<file path="src/rtl/sw_axil_pkg.sv">
// Shared types and constants for the switch-to-AXI4-Lite LED master.
// Holds the FSM state enum, the AXI response code and the bus widths.
package sw_axil_pkg;

  localparam int AXI_ADDR_W = 32;
  localparam int AXI_DATA_W = 32;
  localparam int AXI_STRB_W = AXI_DATA_W / 8;

  localparam logic [1:0] RESP_OKAY = 2'b00;

  typedef enum logic [2:0] {
    ST_IDLE  = 3'd0,
    ST_WRITE = 3'd1,
    ST_WRESP = 3'd2,
    ST_READ  = 3'd3,
    ST_RDATA = 3'd4
  } state_e;

  function automatic logic resp_is_err(input logic [1:0] resp);
    return (resp != RESP_OKAY);
  endfunction

endpackage

</file>
<file path="src/rtl/sw_debounce.sv">
// Single-channel switch conditioner: two-flop synchroniser followed by a
// debounce counter that accepts a new level only after it has been stable.
module sw_debounce #(
  parameter int DEBOUNCE_CYCLES = 1250000
) (
  input  logic clk_i,
  input  logic rst_i,
  input  logic sw_i,
  output logic deb_o
);

  localparam int CNT_W = (DEBOUNCE_CYCLES > 1) ? $clog2(DEBOUNCE_CYCLES) : 1;
  localparam logic [CNT_W-1:0] CNT_MAX = CNT_W'(DEBOUNCE_CYCLES - 1);

  logic             sync1_q;
  logic             sync2_q;
  logic             deb_q;
  logic             deb_d;
  logic [CNT_W-1:0] cnt_q;
  logic [CNT_W-1:0] cnt_d;

  // The counter only runs while the synchronised level disagrees with the
  // accepted level; any agreement (a bounce back) restarts it from zero.
  always_comb begin
    deb_d = deb_q;
    cnt_d = '0;
    if (sync2_q != deb_q) begin
      if (cnt_q == CNT_MAX) begin
        deb_d = sync2_q;
        cnt_d = '0;
      end else begin
        cnt_d = cnt_q + CNT_W'(1);
      end
    end else begin
      cnt_d = '0;
    end
  end

  always_ff @(posedge clk_i) begin
    if (rst_i) begin
      sync1_q <= 1'b0;
      sync2_q <= 1'b0;
      deb_q   <= 1'b0;
      cnt_q   <= '0;
    end else begin
      sync1_q <= sw_i;
      sync2_q <= sync1_q;
      deb_q   <= deb_d;
      cnt_q   <= cnt_d;
    end
  end

  assign deb_o = deb_q;

endmodule

</file>
<file path="src/rtl/sw_axil_master.sv">
// Debounces N_CH switches, writes their state to an AXI4-Lite LED register
// whenever it changes, then reads the register back to drive the LEDs.
module sw_axil_master
  import sw_axil_pkg::*;
#(
  parameter int                    N_CH            = 1,
  parameter int                    DEBOUNCE_CYCLES = 1250000,
  parameter logic [AXI_ADDR_W-1:0] REG_ADDR        = 32'h0000_0000
) (
  input  logic                  sysclk,
  input  logic                  rst,
  input  logic [N_CH-1:0]       sw,
  output logic [N_CH-1:0]       led,
  output logic                  err,
  output logic [AXI_ADDR_W-1:0] m_axil_awaddr,
  output logic                  m_axil_awvalid,
  input  logic                  m_axil_awready,
  output logic [AXI_DATA_W-1:0] m_axil_wdata,
  output logic [AXI_STRB_W-1:0] m_axil_wstrb,
  output logic                  m_axil_wvalid,
  input  logic                  m_axil_wready,
  input  logic [1:0]            m_axil_bresp,
  input  logic                  m_axil_bvalid,
  output logic                  m_axil_bready,
  output logic [AXI_ADDR_W-1:0] m_axil_araddr,
  output logic                  m_axil_arvalid,
  input  logic                  m_axil_arready,
  input  logic [AXI_DATA_W-1:0] m_axil_rdata,
  input  logic [1:0]            m_axil_rresp,
  input  logic                  m_axil_rvalid,
  output logic                  m_axil_rready
);

  state_e          state_q;
  state_e          state_d;
  logic            aw_done_q;
  logic            aw_done_d;
  logic            w_done_q;
  logic            w_done_d;
  logic [N_CH-1:0] wdata_q;
  logic [N_CH-1:0] wdata_d;
  logic [N_CH-1:0] last_sent_q;
  logic [N_CH-1:0] last_sent_d;
  logic [N_CH-1:0] led_q;
  logic [N_CH-1:0] led_d;
  logic            err_q;
  logic            err_d;

  logic [N_CH-1:0] deb_s;
  logic            awvalid_s;
  logic            wvalid_s;
  logic            bready_s;
  logic            arvalid_s;
  logic            rready_s;
  logic            rdata_unused;

  for (genvar g = 0; g < N_CH; g = g + 1) begin : g_ch
    sw_debounce #(
      .DEBOUNCE_CYCLES(DEBOUNCE_CYCLES)
    ) u_deb (
      .clk_i (sysclk),
      .rst_i (rst),
      .sw_i  (sw[g]),
      .deb_o (deb_s[g])
    );
  end

  always_ff @(posedge sysclk) begin
    if (rst) begin
      state_q     <= ST_IDLE;
      aw_done_q   <= 1'b0;
      w_done_q    <= 1'b0;
      wdata_q     <= '0;
      last_sent_q <= '0;
      led_q       <= '0;
      err_q       <= 1'b0;
    end else begin
      state_q     <= state_d;
      aw_done_q   <= aw_done_d;
      w_done_q    <= w_done_d;
      wdata_q     <= wdata_d;
      last_sent_q <= last_sent_d;
      led_q       <= led_d;
      err_q       <= err_d;
    end
  end

  // Next state plus the datapath registers; wdata is frozen once latched so
  // switch activity mid-transaction is only seen on the next IDLE compare.
  always_comb begin
    state_d     = state_q;
    aw_done_d   = aw_done_q;
    w_done_d    = w_done_q;
    wdata_d     = wdata_q;
    last_sent_d = last_sent_q;
    led_d       = led_q;
    err_d       = err_q;
    case (state_q)
      ST_IDLE: begin
        aw_done_d = 1'b0;
        w_done_d  = 1'b0;
        if (deb_s != last_sent_q) begin
          wdata_d = deb_s;
          state_d = ST_WRITE;
        end else begin
          state_d = ST_IDLE;
        end
      end
      ST_WRITE: begin
        aw_done_d = aw_done_q | (awvalid_s & m_axil_awready);
        w_done_d  = w_done_q | (wvalid_s & m_axil_wready);
        if (aw_done_d && w_done_d) begin
          state_d = ST_WRESP;
        end else begin
          state_d = ST_WRITE;
        end
      end
      ST_WRESP: begin
        if (m_axil_bvalid) begin
          last_sent_d = wdata_q;
          err_d       = err_q | resp_is_err(m_axil_bresp);
          state_d     = ST_READ;
        end else begin
          state_d = ST_WRESP;
        end
      end
      ST_READ: begin
        if (m_axil_arready) begin
          state_d = ST_RDATA;
        end else begin
          state_d = ST_READ;
        end
      end
      ST_RDATA: begin
        if (m_axil_rvalid) begin
          if (resp_is_err(m_axil_rresp)) begin
            err_d = 1'b1;
          end else begin
            led_d = m_axil_rdata[N_CH-1:0];
          end
          state_d = ST_IDLE;
        end else begin
          state_d = ST_RDATA;
        end
      end
      default: begin
        state_d = ST_IDLE;
      end
    endcase
  end

  // Handshake outputs depend only on registered state, never on ready.
  always_comb begin
    awvalid_s = 1'b0;
    wvalid_s  = 1'b0;
    bready_s  = 1'b0;
    arvalid_s = 1'b0;
    rready_s  = 1'b0;
    case (state_q)
      ST_WRITE: begin
        awvalid_s = ~aw_done_q;
        wvalid_s  = ~w_done_q;
      end
      ST_WRESP: begin
        bready_s = 1'b1;
      end
      ST_READ: begin
        arvalid_s = 1'b1;
      end
      ST_RDATA: begin
        rready_s = 1'b1;
      end
      default: begin
        awvalid_s = 1'b0;
      end
    endcase
  end

  // Reset kills an in-flight handshake immediately, not one edge later.
  assign m_axil_awvalid = awvalid_s & ~rst;
  assign m_axil_wvalid  = wvalid_s & ~rst;
  assign m_axil_bready  = bready_s & ~rst;
  assign m_axil_arvalid = arvalid_s & ~rst;
  assign m_axil_rready  = rready_s & ~rst;

  assign m_axil_awaddr = REG_ADDR;
  assign m_axil_araddr = REG_ADDR;
  assign m_axil_wdata  = {{(AXI_DATA_W - N_CH){1'b0}}, wdata_q};
  assign m_axil_wstrb  = {AXI_STRB_W{1'b1}};

  assign led = led_q;
  assign err = err_q;

  assign rdata_unused = ^m_axil_rdata[AXI_DATA_W-1:N_CH];

endmodule

</file>
<file path="config.mk">
export PLATFORM = sky130hd
export DESIGN_NAME = sw_axil_master
export DESIGN_NICKNAME = d
export VERILOG_FILES = /design/src/rtl/sw_axil_pkg.sv /design/src/rtl/sw_debounce.sv /design/src/rtl/sw_axil_master.sv
export SDC_FILE = /design/constraint.sdc
export NUM_CORES = 1
export LEC_CHECK = 0
export CAP_MARGIN = 5
export CELL_PAD_IN_SITES_DETAIL_PLACEMENT = 2
export CELL_PAD_IN_SITES_GLOBAL_PLACEMENT = 2
export CORE_AREA = 3 3 113 115
export CTS_CLUSTER_SIZE = 14
export DETAILED_ROUTE_END_ITERATION = 10
export DIE_AREA = 0 0 116 118
export GPL_TIMING_DRIVEN = 0
export PLACE_DENSITY = 0.81
export SLEW_MARGIN = 20
export SYNTH_ARGS = -nofsm -noshare
export SYNTH_HDL_FRONTEND = slang
export SYNTH_SLANG_ARGS = --single-unit
</file>
<file path="constraint.sdc">
create_clock -name sysclk -period 2.81 [get_ports sysclk]
set_input_delay 0.4215 -clock sysclk [delete_from_list [all_inputs] [get_ports sysclk]]
set_output_delay 0.4215 -clock sysclk [all_outputs]
set_load 0.03 [all_outputs]
</file>
==> summary.txt, run 1 <==
Worst setup path
  – CP startpoint: state_q[2]
  – Required time of the critical path: 2.39 ns
  – Critical path startpoint category: flop
  – Worst Reg2Reg Path Length in Cells: 7
  – Critical Path End: m_axil_rready
  – CP Data Arrival Time: 2.13 ns
  – R2R Path End: g_ch[0].u_deb.cnt_q[14]
  – Critical path class: flop to primary output
  – Worst r2r src: g_ch[0].u_deb.cnt_q[0]
  – Element type at the critical path end: primary output
  – R2R Setup Slk: 0.70 ns
  – Max FO, Critical Path: 10

Clocking
  – Worst-Skew Late Latency: roughly 0.28 ns
  – Post-cts sizing count: 0
  – Post-CTS Setup Inserts: 0
  – Clk root buf: clkbuf_16
  – H-tree Lvls: 2
  – Total CTS buffers: 5
  – # hold bufs at CTS: 0
  – Max clock buf depth: 2
  – CTS tree: yes
  – CTS Sinks: 33
  – Clk pin slew, worst setup/hold paths: 0.06 ns

Logic synthesis
  – Area contributors post-synth: buf_4, dfxtp_1, nor2_1
  – Sequential area share after synthesis: 27.8%
  – Synth Warn #: 0
  – Mapped Avg Cell Area: about 8.1 µm²
  – Post-synthesis register bit count: 33
  – Netlist cell types: 42
  – Top cell type by total area after synthesis: buf_4
  – Post-synth top area share: 31.6%
  – Synthesized area: ~0.0024 mm²
  – Post-Synthesis Cells: 293

STA
  – Setup-failing EPs final: 0
  – Worst Skew: 0.00445 ns
  – Setup TNS: 0 ns
  – Fin crit share: 90.9%
  – Final Hold Viols: 0
  – Final Slew Violations: 0
  – Worst slew margin: 67.4%
  – Max Freq: 392 MHz
  – RSZ-0062 raised after global routing: false
  – Worst-margin pin slew: 0.482 ns
  – Minimum clock period: 2.55 ns

Drt
  – Final Routed Wirelength: 6320 µm
  – Post-DRT Antenna Nets: 0
  – DR iter-0 viols: 35
  – DRT Pass-1 Iters: 4
  – Routed vias/inst: approximately 3.8
  – Vias post-DR: 2,115
  – DRC errors left: 0
  – Post-DR wirelength/cell: 11.2 µm

Place
  – Dpl hpwl: between 5000 and 6000 µm
  – Buffers added on ports: 19
  – Placer congestion estimate: ~0.78

Floorplan
  – Initial Util: 19.9%
  – Die area: 0.0137 mm²
  – Die width: 116 µm
  – Core box area: 0.0119 mm²
  – I/O Pins: 151
  – Die height: 118 µm
  – Site Rows: 40

Hold path
  – Hold crit path type: flop to flop

Final layout
  – Filler Cell Count: 1,453
  – Layout area overhead: 37.1%
  – Antenna fix cells: 0
  – Nets@finish: 461
  – Layout cells sized above 1: 27.8%
  – Multi-input logic area: around 0.0013 mm²
  – Register area: 661 µm²

Run status
  – Run status: finished, final reports clean

GRT
  – Initial antenna violation count: 0
  – First-pass GRT wire length: 10,400 µm
  – Grt ovf: 0
  – Largest net degree at the start of global routing: 12
  – GRT Util Overall: 9.19%
  – Vias in the first global route: ~2,200

Pwr
  – Cell area power density: 405 mW/mm²
  – Maximum VDD drop: 0.183 mV
  – Tot Pwr: 1.32 mW
  – Leak Pwr: 1.54 nW

Flow run
  – Max-Cap Viols: 0
report_power, final:
group / leakage [nW] / internal, mW / total, mW / switching (mW)
Sequential: 0.266 / 0.470 / 0.471 / 0.000921
Combinational: 1.20 / 0.110 / 0.320 / 0.210
Clock: 0.0696 / 0.324 / 0.527 / 0.203
cells in the mapped netlist (all sizes together):
library cell  instances
clkbuf                9
o221ai                1
a31oi                 2
o221a                 1
and4                  1
ha                    1
o211a                 1
or3                   2
nand2                10
nor2                 28
mux2i                 5
nor3                 10
or4b                  1
a31o                  1
o31ai                 1
and3                  6
o211ai                1
inv                   7
nand3b                1
nor2b                 2
nor4b                 5
nor4                  6
o2111ai               1
or4                   2
nor3b                 2
nand2b                1
a21oi                 9
o21ai                 4
nand4                 9
xnor2                12
xor2                  3
nand3                 9
conb                  2
dfxtp                33
buf                 103
o32a                  1
cells in the final DEF, fill, tap and decap left out, types with 8 or more instances in the layout:
master	instances
nand3_1	9
nor2_1	28
nand4_1	8
a21oi_1	9
xnor2_1	12
buf_4	100
nor3_1	10
nand2_1	10
clkdlybuf4s50_1	19
dfxtp_1	33
conb_1	99
clkbuf_1	9
through the flow:
| step | setup WS [ns] | area (µm²) | hold slack (ns) | util [%] | cells |
|---|---|---|---|---|---|
| floorplan | 0.675 | 2740 | 0.414 | - | 390 |
| global placement | 0.454 | 3110 | 0.424 | 26.1 | 556 |
| detailed placement | 0.429 | 3110 | 0.438 | 26.1 | 556 |
| CTS | 0.236 | 3250 | 0.454 | 27.3 | 564 |
| global route | 0.108 | 3250 | 0.458 | 27.3 | 564 |
| finish | 0.257 | 3250 | 0.449 | 27.3 | 564 |
routing by layer:
layer | track usage [%] | part of all wire (%) | vias up
met5 | 0 | 0 | -
li1 | - | - | 1038
met1 | 9.47 | 37 | 1001
met2 | 18.3 | 56 | 71
met4 | 1.52 | 0.73 | 0
met3 | 2.42 | 6.0 | 5
layout make-up:
cell class              instances  share of cell area (%)
clock inverters                 3                   0.538
clock buffers                   5                    3.85
repair buffers                 19                    5.85
inverters                       7                   0.808
well taps                     147                    5.65
flip-flops and latches         33                    20.3
multi-input cells             238                    38.5
plain buffers                 112                    24.5
registers in the layout, indices dropped and copies added, names as in the netlist:
name / count
aw_done_q: 1
err: 1
g_ch.u_deb.cnt_q: 21
g_ch.u_deb.deb_o: 1
g_ch.u_deb.sync1_q: 1
g_ch.u_deb.sync2_q: 1
last_sent_q: 1
led: 1
state_q: 3
w_done_q: 1
wdata_q: 1
worst max-delay path, cell delays in order, from the launching register on:
cell and delay, ns:
dfxtp_1 0.30, clkbuf_1 0.33, inv_1 0.10, or3_1 0.34
nor2_1 0.10, clkdlybuf4s50_1 0.68
logic make-up after synthesis:
logic type / count (synthesis) / share of synthesized area [%]
AOI/OAI and AO/OA: 23 / 6.49
xor gates and xnor gates: 15 / 5.54
adders and majority gates: 1 / 0.527
buffers and inverters: 119 / 34.8
DFF: 33 / 27.8
muxes: 5 / 2.11
other: 2 / 0.317
and+or+nand+nor: 95 / 22.4
worst min path at each step:
| stage | start | to | slack (ns) | cells past startpoint |
|---|---|---|---|---|
| after detailed placement | g_ch[0].u_deb.sync1_q | g_ch[0].u_deb.sync2_q | 0.44 | 1 |
| after floorplan | g_ch[0].u_deb.sync1_q | g_ch[0].u_deb.sync2_q | 0.41 | 1 |
| after global routing | g_ch[0].u_deb.sync1_q | g_ch[0].u_deb.sync2_q | 0.46 | 1 |
| final | g_ch[0].u_deb.sync1_q | g_ch[0].u_deb.sync2_q | 0.45 | 1 |
| after global placement | g_ch[0].u_deb.sync1_q | g_ch[0].u_deb.sync2_q | 0.42 | 1 |
| after CTS | g_ch[0].u_deb.sync1_q | g_ch[0].u_deb.sync2_q | 0.45 | 1 |
Power figures use the tool's default switching activity.
==> run 2, diff against run 1 <==
--- a/config.mk
+++ b/config.mk
@@ -12,7 +12,9 @@
 export CTS_CLUSTER_SIZE = 14
 export DETAILED_ROUTE_END_ITERATION = 10
 export DIE_AREA = 0 0 116 118
+export GPL_ROUTABILITY_DRIVEN = 0
 export GPL_TIMING_DRIVEN = 0
+export MAX_ROUTING_LAYER = met4
 export PLACE_DENSITY = 0.81
 export SLEW_MARGIN = 20
 export SYNTH_ARGS = -nofsm -noshare
==> run 2 against run 1 <==
Via count about the same; clock skew about the same; worst setup slack worse by 0.011 ns; non-clock buffer count unchanged; highest routed layer unchanged; fmax down 0.43%; final cell count unchanged; register-to-register slack about the same.
==> summary.txt, run 2 (synthesized netlist as in run 1, its figures left out) <==
GRT
  – Largest net degree at the start of global routing: 12
  – Vias in the first global route: between 2,000 and 2,500
  – First-pass GRT wire length: 10,400 µm
  – Initial antenna violation count: 0
  – Grt ovf: 0
  – GRT Util Overall: 9.46%

Final layout
  – Antenna fix cells: 0
  – Nets@finish: 461
  – Largest regs: g_ch.u_deb.cnt_q x21, state_q x3
  – Most frequent cells in the layout: buf_4, conb_1, dfxtp_1, nor2_1, clkdlybuf4s50_1
  – Largest register by flop count: g_ch.u_deb.cnt_q
  – Max reg flops: 21
  – Most common cell after layout, fill and taps aside: buf_4
  – Layout area overhead: 37.1%
  – Layout cells sized above 1: between 20 and 30%

Pwr
  – Tot Pwr: about 1.3 mW
  – Leak Pwr: 1.54 nW
  – Cell area power density: 405 mW/mm²
  – Maximum VDD drop: 0.183 mV

Worst setup path
  – Critical path startpoint category: flop
  – Worst-path cell chain: clkbuf_1, inv_1, or3_1, nor2_1, clkdlybuf4s50_1
  – Element type at the critical path end: primary output
  – Max FO, Critical Path: 10
  – Required time of the critical path: 2.39 ns
  – CP Data Arrival Time: 2.14 ns
  – Critical path class: flop to primary output
  – Slowest cell on the critical path: clkdlybuf4s50_1
  – CP peak stage delay: 0.68 ns

STA
  – RSZ-0062 raised after global routing: false
  – Fin crit share: 91.2%
  – Worst Skew: 0.00458 ns
  – Minimum clock period: 2.56 ns
  – WHS: 0.449 ns
  – Setup TNS: 0 ns
  – Max Freq: just under 400 MHz
  – Final Hold Viols: 0
  – Setup-failing EPs final: 0
  – Final Slew Violations: 0

Clocking
  – Clk root buf: clkbuf_16
  – H-tree Lvls: 2
  – Total CTS buffers: 5
  – Worst-Skew Late Latency: 0.28 ns
  – CTS Sinks: 33
  – Post-cts sizing count: 0
  – Post-CTS Setup Inserts: 0
  – Clk pin slew, worst setup/hold paths: approximately 0.060 ns
  – # hold bufs at CTS: 0
  – Max clock buf depth: 2
  – CTS tree: yes

Place
  – Dpl hpwl: about 5200 µm
  – Buffers added on ports: 19

Hold path
  – Hold crit path type: flop to flop

Floorplan
  – Core box area: roughly 0.012 mm²
  – Site Rows: 40
  – I/O Pins: 151
  – Die height: around 120 µm
  – Die width: 116 µm
  – Initial Util: 19.9%
  – Die area: 0.0137 mm²

Drt
  – DRT Pass-1 Iters: 4
  – Vias post-DR: 2,116
  – Met3 Wirelength: 337 µm
  – Max layer used: met4
  – DR iter-0 viols: 32
  – Routed vias/inst: around 3.8
  – Post-DRT Antenna Nets: 0
  – DRC errors left: 0
  – Post-DR wirelength/cell: roughly 11 µm
  – M1 WL: 2400 µm
  – Met2 WL: 3540 µm
  – Final Routed Wirelength: about 6300 µm

Flow run
  – Max-Cap Viols: 0

Run status
  – Run status: finished, final reports clean
[run 2: where the power goes]
part | total, mW | switching [mW] | internal, mW | leakage, nW
clock | 0.527 | 0.203 | 0.324 | 0.0696
sequential | 0.471 | 0.000913 | 0.470 | 0.266
combinational | 0.320 | 0.210 | 0.110 | 1.20
total | 1.32 | 0.413 | 0.904 | 1.54
[run 2: area by class of cell]
class | count | area, µm²
tap | 147 | 184
clock inverter | 3 | 17.5
sequential | 33 | 661
multi-input combinational | 238 | 1250
fill | 1453 | 8660
timing repair buffer | 19 | 190
inverter | 7 | 26.3
clock buffer | 5 | 125
buffer | 112 | 798
[run 2: worst paths after layout]
check / from / endpoint / slack [ns] / cells past startpoint
worst max-delay path: state_q[2] / m_axil_rready / 0.25 / 5
worst min-delay path: g_ch[0].u_deb.sync1_q / g_ch[0].u_deb.sync2_q / 0.45 / 1
worst max register to register: g_ch[0].u_deb.cnt_q[0] / g_ch[0].u_deb.cnt_q[14] / 0.70 / 7
worst min register to register: g_ch[0].u_deb.sync1_q / g_ch[0].u_deb.sync2_q / 0.45 / 1
[run 2: layer usage]
metal,up-vias,track usage [%]
li1,1038,-
met1,1001,9.65
met2,73,18.3
met3,4,2.16
met4,0,1.52
met5,-,-
[run 2: metrics by stage]
| step | area, µm² | worst slack, ns | util [%] | instances |
|---|---|---|---|---|
| 4_1_cts | 3250 | 0.236 | 27.3 | 564 |
| 3_5_place_dp | 3110 | 0.429 | 26.1 | 556 |
| 3_3_place_gp | 3110 | 0.454 | 26.1 | 556 |
| 5_1_grt | 3250 | 0.107 | 27.3 | 564 |
| 2_1_floorplan | 2740 | 0.675 | - | 390 |
| 6_report | 3250 | 0.246 | 27.3 | 564 |
[run 2: critical path, delay by kind of cell, from the launching register on]
family / cells / cell delay [ns]
buffers and inverters: 3 / 1.12
and+or+nand+nor: 2 / 0.45
DFF: 1 / 0.30
==> run 3, diff against run 2 <==
--- a/config.mk
+++ b/config.mk
@@ -8,14 +8,15 @@
 export CAP_MARGIN = 5
 export CELL_PAD_IN_SITES_DETAIL_PLACEMENT = 2
 export CELL_PAD_IN_SITES_GLOBAL_PLACEMENT = 2
-export CORE_AREA = 3 3 113 115
+export CORE_AREA = 3 3 111 113
+export CTS_BUF_LIST = sky130_fd_sc_hd__clkbuf_4 sky130_fd_sc_hd__clkbuf_8
 export CTS_CLUSTER_SIZE = 14
 export DETAILED_ROUTE_END_ITERATION = 10
-export DIE_AREA = 0 0 116 118
+export DIE_AREA = 0 0 114 116
 export GPL_ROUTABILITY_DRIVEN = 0
 export GPL_TIMING_DRIVEN = 0
 export MAX_ROUTING_LAYER = met4
-export PLACE_DENSITY = 0.81
+export PLACE_DENSITY = 0.83
 export SLEW_MARGIN = 20
 export SYNTH_ARGS = -nofsm -noshare
 export SYNTH_HDL_FRONTEND = slang
==> run 3 against run 2 <==
Clock power down 32%; fmax down 1.7%; critical path depth unchanged; sequential power barely moved; critical path type unchanged; core utilization increased by 0.64 points.
==> summary.txt, run 3 (synthesized netlist as in run 1, its figures left out) <==
Worst setup path
  – R2R Path End: g_ch[0].u_deb.cnt_q[7]
  – CP startpoint: state_q[2]
  – Critical path startpoint category: flop
  – Critical Path End: m_axil_rready
  – Worst r2r src: g_ch[0].u_deb.cnt_q[9]
  – Required time of the critical path: 2.39 ns
  – Max FO, Critical Path: 10
  – Worst Reg2Reg Path Length in Cells: 5
  – CP Data Arrival Time: ~2.2 ns
  – R2R Setup Slk: 0.65 ns
  – Critical path class: flop to primary output
  – Element type at the critical path end: primary output

Clocking
  – Max clock buf depth: 2
  – # hold bufs at CTS: 0
  – Worst-Skew Late Latency: 0.29 ns
  – Clk root buf: clkbuf_8
  – Clk pin slew, worst setup/hold paths: 0.07 ns
  – CTS tree: yes
  – Post-CTS Setup Inserts: 0
  – CTS Sinks: 33
  – Post-cts sizing count: 0
  – Total CTS buffers: 5
  – H-tree Lvls: 2

Final layout
  – Final instance area: 0.00319 mm²
  – Largest regs: g_ch.u_deb.cnt_q x21, state_q x3
  – Largest register by flop count: g_ch.u_deb.cnt_q
  – Most common cell after layout, fill and taps aside: buf_4
  – Layout cells sized above 1: 27.8%
  – Most frequent cells in the layout: buf_4, conb_1, dfxtp_1, nor2_1, clkdlybuf4s50_1
  – Layout area overhead: 34.5%
  – Post-layout utilization of the core: between 20 and 30%
  – Max reg flops: 21
  – Antenna fix cells: 0
  – Nets@finish: 461

STA
  – Minimum clock period: 2.61 ns
  – Final Hold Viols: 0
  – Worst slew margin: 61.1%
  – Max Freq: 383 MHz
  – Fin crit share: 92.8%
  – Setup-failing EPs final: 0
  – Worst setup margin: 0.202 ns
  – Final Slew Violations: 0
  – WHS: 0.440 ns
  – RSZ-0062 raised after global routing: false
  – Worst-margin pin slew: 0.575 ns
  – Setup TNS: 0 ns
  – Worst Skew: 0.00730 ns

Pwr
  – Cell area power density: around 360 mW/mm²
  – Leak Pwr: 1.52 nW
  – Maximum VDD drop: 0.169 mV

Place
  – Dpl hpwl: 5100 µm
  – Buffers added on ports: 19
  – Setup WS pre-CTS: roughly 0.51 ns
  – Dpl cell area: 0.00311 mm²

Run status
  – Run status: finished, final reports clean

Flow run
  – Max-Cap Viols: 0

Drt
  – Final Routed Wirelength: between 6000 and 7000 µm
  – DRT Pass-1 Iters: 4
  – Post-DRT Antenna Nets: 0
  – DR iter-0 viols: between 80 and 90
  – DRC errors left: 0
  – Routed vias/inst: 3.73
  – Post-DR wirelength/cell: 10.9 µm
  – Vias post-DR: 2,088

GRT
  – Initial antenna violation count: 0
  – First-pass GRT wire length: 9890 µm
  – Largest net degree at the start of global routing: 11
  – GRT Util Overall: 9.49%
  – Vias in the first global route: roughly 2,100
  – Grt ovf: 0

Floorplan
  – I/O Pins: 151
  – Site Rows: 39
  – Core box area: between 0.01 and 0.015 mm²
  – Die area: 0.0132 mm²
  – Die width: 114 µm
  – Initial Util: 20.8%
  – Die height: 116 µm

Hold path
  – Hold crit path type: flop to flop
## run 3: cell count changes in the layout (fill, tap and decap cells not counted), sizes merged
cell	previous run	this run
clkbuf	14	15
clkinvlp	1	0
## run 3: final cells by class
cell class / instances / area [µm²]
inverters: 7 / 26.3
well taps: 143 / 179
clock buffers: 6 / 76.3
clock inverters: 2 / 10.0
repair buffers: 19 / 190
multi-input cells: 238 / 1250
flip-flops and latches: 33 / 661
fillers: 1394 / 8230
plain buffers: 112 / 798
## run 3: critical path: stages, from the launching register on
cell	delay, ns
dfxtp_1	0.31
clkbuf_1	0.34
inv_1	0.10
or3_1	0.35
nor2_1	0.11
clkdlybuf4s50_1	0.68
## run 3: through the flow
stage                     instances  power, mW
after floorplan                 390      0.769
after global placement          552      0.789
after detailed placement        552      0.789
after CTS                       560       1.16
after global routing            560       1.20
final                           560       1.15
## run 3: routing by layer
metal  vias to the layer above  wire length, µm  track usage (%)
met4                         0               60             2.85
met2                        67             3300             17.3
met1                       987             2320             10.2
met5                         -                0                -
met3                         5              425             2.19
li1                       1029                -                -
## run 3: worst min path at each step
stage | from | slack, ns | depth (start not counted) | end
after detailed placement | g_ch[0].u_deb.sync1_q | 0.43 | 1 | g_ch[0].u_deb.sync2_q
after floorplan | g_ch[0].u_deb.sync1_q | 0.41 | 1 | g_ch[0].u_deb.sync2_q
after CTS | g_ch[0].u_deb.sync1_q | 0.45 | 1 | g_ch[0].u_deb.sync2_q
after global placement | g_ch[0].u_deb.sync1_q | 0.43 | 1 | g_ch[0].u_deb.sync2_q
final | g_ch[0].u_deb.sync1_q | 0.44 | 1 | g_ch[0].u_deb.sync2_q
after global routing | g_ch[0].u_deb.sync1_q | 0.48 | 1 | g_ch[0].u_deb.sync2_q
## run 3: where the power goes
| part | internal (mW) | leakage [nW] | total (mW) | switching, mW |
|---|---|---|---|---|
| Clock | 0.181 | 0.0484 | 0.360 | 0.179 |
| Combinational | 0.110 | 1.20 | 0.319 | 0.208 |
| Sequential | 0.469 | 0.266 | 0.470 | 0.000854 |
| Total | 0.761 | 1.52 | 1.15 | 0.388 |
